[src/rtl/data_memory_controller.sv]
// Load/store data memory with byte-enabled writes, a registered processor
// read port, a debug display read port and a sequential clear engine that
// zeroes every word after reset or on request.
module data_memory_controller #(
    parameter int                    DATA_WIDTH  = 32,
    parameter int                    ADDR_WIDTH  = 6,
    parameter logic [DATA_WIDTH-1:0] CLEAR_VALUE = '0
) (
    input  logic                      clock,
    input  logic                      reset,
    input  logic                      clear,
    output logic                      ready,
    input  logic [31:0]               address,
    input  logic [DATA_WIDTH-1:0]     write_value,
    input  logic                      write_enable,
    input  logic [DATA_WIDTH/8-1:0]   byte_enable,
    output logic [DATA_WIDTH-1:0]     read_value,
    output logic                      access_error,
    input  logic [ADDR_WIDTH-1:0]     display_address,
    output logic [DATA_WIDTH-1:0]     display_value
);

    localparam int DEPTH    = 1 << ADDR_WIDTH;
    localparam int BE_WIDTH = DATA_WIDTH / 8;

    typedef enum logic {
        ST_CLEAR,
        ST_READY
    } state_t;

    state_t                  state;
    logic [ADDR_WIDTH-1:0]   sweep_count;
    logic [DATA_WIDTH-1:0]   mem [DEPTH];

    logic [ADDR_WIDTH-1:0]   word_index;
    logic                    misaligned;
    logic                    out_of_range;
    logic                    bad_access;
    logic                    sweep_last;

    assign word_index   = address[ADDR_WIDTH+1:2];
    assign misaligned   = |address[1:0];
    assign out_of_range = |address[31:ADDR_WIDTH+2];
    assign bad_access   = misaligned | out_of_range;
    assign sweep_last   = (sweep_count == ADDR_WIDTH'(DEPTH - 1));

    // Sequencing FSM: sweep the array, then serve processor reads with registered outputs
    always_ff @(posedge clock or posedge reset) begin
        if (reset) begin
            state        <= ST_CLEAR;
            sweep_count  <= '0;
            ready        <= 1'b0;
            read_value   <= '0;
            access_error <= 1'b0;
        end else begin
            case (state)
                ST_CLEAR: begin
                    read_value   <= '0;
                    access_error <= 1'b0;
                    if (clear) begin
                        sweep_count <= '0;
                    end else if (sweep_last) begin
                        sweep_count <= '0;
                        state       <= ST_READY;
                        ready       <= 1'b1;
                    end else begin
                        sweep_count <= sweep_count + 1'b1;
                    end
                end
                ST_READY: begin
                    access_error <= bad_access;
                    // Array read happens before this edge's write lands, so a same-word store returns old data
                    read_value   <= bad_access ? '0 : mem[word_index];
                    if (clear) begin
                        state       <= ST_CLEAR;
                        sweep_count <= '0;
                        ready       <= 1'b0;
                    end
                end
                default: begin
                    state       <= ST_CLEAR;
                    sweep_count <= '0;
                    ready       <= 1'b0;
                end
            endcase
        end
    end

    // Debug display port reads in every state, one cycle latency
    always_ff @(posedge clock or posedge reset) begin
        if (reset) begin
            display_value <= '0;
        end else begin
            display_value <= mem[display_address];
        end
    end

    // Array writes: the sweep owns the array in CLEAR, byte-lane stores in READY
    always_ff @(posedge clock) begin
        if (!reset) begin
            if (state == ST_CLEAR) begin
                mem[sweep_count] <= CLEAR_VALUE;
            end else if (write_enable && !bad_access) begin
                for (int i = 0; i < BE_WIDTH; i++) begin
                    if (byte_enable[i]) begin
                        mem[word_index][8*i +: 8] <= write_value[8*i +: 8];
                    end
                end
            end
        end
    end

endmodule
[config.mk]
export PLATFORM = sky130hd
export DESIGN_NAME = data_memory_controller
export DESIGN_NICKNAME = d
export VERILOG_FILES = /design/src/rtl/data_memory_controller.sv
export SDC_FILE = /design/constraint.sdc
export NUM_CORES = 2
export LEC_CHECK = 0
export CAP_MARGIN = 30
export CORE_ASPECT_RATIO = 0.9
export CORE_MARGIN = 4
export CORE_UTILIZATION = 43
export DETAILED_ROUTE_END_ITERATION = 12
export PLACE_DENSITY = 0.58
export RECOVER_POWER = 100
export SYNTH_ARGS = -nofsm -noshare
export SYNTH_HDL_FRONTEND = slang
export SYNTH_SLANG_ARGS = --single-unit
[constraint.sdc]
create_clock -name clock -period 6.14 [get_ports clock]
set_clock_uncertainty 0.15 [all_clocks]
set_input_delay 0.921 -clock clock [delete_from_list [all_inputs] [get_ports clock]]
set_output_delay 0.921 -clock clock [all_outputs]
set_load 0.01 [all_outputs]
==> impl_results.md <==
- Comb power frac: 0.061
- Max layer used: met5
- CP Class: primary input to register
- Crit path DAT: around 5.6 ns
- Slew @ Worst Pin: 3.38 ns
- Most frequent cells in the layout: edfxtp_1, mux4_2, mux2i_1
- Port bufs: 143
- Clock latency on the worst-skew pair: 0.87 ns
- Post-CTS setup buffer count: 0
- Most used DFF post-synth: edfxtp_1
- Critical Path Fanout Max: 37
- H-Tree Depth: 4
- DR vias: 56700
- Yosys reg bits: roughly 2100
- Library cells used by synthesis: 62
- TNS Setup: 0 ns
- Pin count of the biggest net entering global routing: ~110
- Area after DPL: 107000 µm²
- First-pass GRT wire length: 440000 µm
- VDD IR-drop max: 275 µV
- Slew Limit Fails: 1001
- Mean Syn Cell Area: 19.7 µm²
- Initial antenna violation count: 28
- Switching power total: 7040 µW
- Root Buffer: clkbuf_16
- Routability cong.: 0.848
- Critical Path Max Stage Delay: around 0.8 ns
- EDFF count, synth: 2048
- Final net count: 5458
- Die Height: 464 µm
- Core footprint: 230000 µm²
- Worst slack at placement: between 0.8 and 0.9 ns
- Clk slew on worst S/H paths: approximately 0.070 ns
- Setup ws final: 0.918 ns
- Clock power share: 0.438
- Final hold vios: 0
- Final Cell Area: 113000 µm²
- DRT Pass-1 Iters: 6
- Run status: finished, violations left
- Ports: approximately 140
- Final Setup Violations: 0
- RSZ-0062 raised after global routing: no
- LEAKAGE: 0.0346 µW
- Remaining DRCs: 0
- WL per Instance: 36.1 µm
- Die width: 515 µm
- Hold_buf cts: 0
- Synthesized instance count: just over 5000
- GR Overflow Total: 0
- # placed instances: 8180
- Worst-path cell chain: dlygate4sd3_1 -> nor4_1 -> and4_1 -> and3_2 -> nand2_1 -> a21o_1 -> clkbuf_1 -> nor3_1 -> clkbuf_1
- Fin crit share: 0.851
- Final std cells w/o fill: ~8600
- Total Routing Usage GR: 0.258
- CTS tree: yes
- Area growth syn-to-layout: 13.6%
- Synthesized area: 99500 µm²
- Sequential area share after synthesis: 0.637
- Post-DRT Antenna Nets: 0
- Worst hold margin: 0.485 ns
- Power per standard cell area: 279 nW/µm²
- WL met2: between 100000 and 150000 µm
- CP required: 6.48 ns
- Worst rel slew slack: -1.26
- Nature of the critical path startpoint: primary input
- Total of max-cap violations: 29
- Top cell by count, worst path: clkbuf_1
- HPWL Detailed: between 200000 and 250000 µm
- Wire length on met1: between 100000 and 150000 µm
- Vias per cell: approximately 6.6
- Drt total wl: 311000 µm
- FMAX: 191 MHz
- HP Class: register to register
- Initial Utilization: 0.432
- Rows: 167
- Violated checks: max-capacitance violations, max-slew violations
- Post-synthesis async set-or-reset flop share: 0.0344
- Commonest non-fill, non-tap cell in the layout: edfxtp_1
- PostCTS Resize Cnt: 0
- Die area: about 240000 µm²
- Internal power: 24500 µW
- Sw Ratio: 0.223
- Minimum clock period after layout: 5.22 ns
- TritonCTS buffer count: 218
- CP max stage cell: and3_2
- Yosys warnings: 0
- Synth Net Count: 5119
- Crit end category: register
- Seq pwr share: 0.500
- Met3 wire len: 28900 µm
- Clock sinks: between 2000 and 2500
- Detailed Route Iter0 Violations: 7608
- Share of cells above drive strength 1: 0.304
- Clock tree buffer depth: 3
- Vias in the first global route: 56700
==> worst max-delay path: cells and delay by family <==
| kind | cells | cell delay (ns) |
|---|---|---|
| buffers and inverters | 3 | 1.65 |
| AOI/OAI and AO/OA | 1 | 0.70 |
| and+or+nand+nor | 5 | 2.22 |
==> per-layer routing <==
layer | track usage | up-vias
li1 | - | 22600
met1 | 0.377 | 30700
met2 | 0.394 | 2901
met3 | 0.0553 | 481
met4 | 0.0735 | 10
met5 | 0 | -
==> synthesized netlist by cell type (all sizes together) (12+ instances only) <==
cell type / count / share of area
mux4: 1028 / 0.23
nor2b: 64 / 0.0040
o21ai: 48 / 0.0025
nor4: 123 / 0.0094
nand2: 56 / 0.0021
nand3: 13 / 0.00075
o221ai: 24 / 0.0021
dfrtp: 73 / 0.018
o22ai: 12 / 0.00075
a22oi: 95 / 0.0072
a22o: 21 / 0.0018
a221oi: 50 / 0.0044
nor3: 146 / 0.0073
mux2: 75 / 0.0085
edfxtp: 2048 / 0.62
a21oi: 107 / 0.0055
nor2: 47 / 0.0018
a211oi: 60 / 0.0045
and3: 37 / 0.0024
buf: 279 / 0.016
clkbuf: 194 / 0.0073
mux2i: 356 / 0.036
==> sequential cells by signal, summed over array words and instances, names as in the netlist <==
name,cells
mem,2048
display_value,32
read_value,32
sweep_count,6
access_error,1
ready,1
state,1
==> power by group through the flow <==
stage	Clock [µW]	Sequential, µW	Combinational, µW
6_report	13800	15800	1940
5_1_grt	14700	15800	2010
4_1_cts	14000	15800	1970
3_5_place_dp	0	16100	1970
3_3_place_gp	0	16100	1960
2_1_floorplan	0	16000	1180
==> path summary, 6_finish.rpt <==
| kind | startpoint | end | slack, ns | cells past startpoint |
|---|---|---|---|---|
| setup reg to reg | state | read_value[21] | 1.57 | 7 |
| setup / recovery | address[13] | mem[26][27] | 0.92 | 9 |
| hold reg to reg | sweep_count[5] | sweep_count[5] | 0.49 | 2 |
| max in group asynchronous | reset | read_value[18] | 1.34 | 5 |
| min in group asynchronous | reset | state | 0.89 | 4 |
| hold / removal | sweep_count[5] | sweep_count[5] | 0.49 | 2 |
==> stage by stage <==
stage / utilization / power, µW
floorplan: - / 17200
global placement: 0.464 / 18000
detailed placement: 0.465 / 18000
CTS: 0.498 / 31700
global route: 0.491 / 32500
finish: 0.491 / 31500
==> final cells by class <==
type | instances | area [µm²]
fillers | 18800 | 117000
clock inverters | 137 | 1630
diodes | 11 | 27.5
flip-flops and latches | 2121 | 63300
inverters | 10 | 38.8
repair buffers | 592 | 4330
multi-input cells | 2436 | 34000
clock buffers | 271 | 5800
well taps | 3042 | 3810
==> cells by family after synthesis <==
logic type               after synthesis  synth area share
XOR/XNOR                               2          0.000176
AO/OA/AOI/OAI                        465            0.0334
flip-flops                          2121             0.637
buffers and inverters                483            0.0232
AND/OR/NAND/NOR                      509            0.0294
multiplexers                        1459             0.277
adder cells (fa/ha/maj)                1          0.000126
Power figures use the tool's default switching activity.
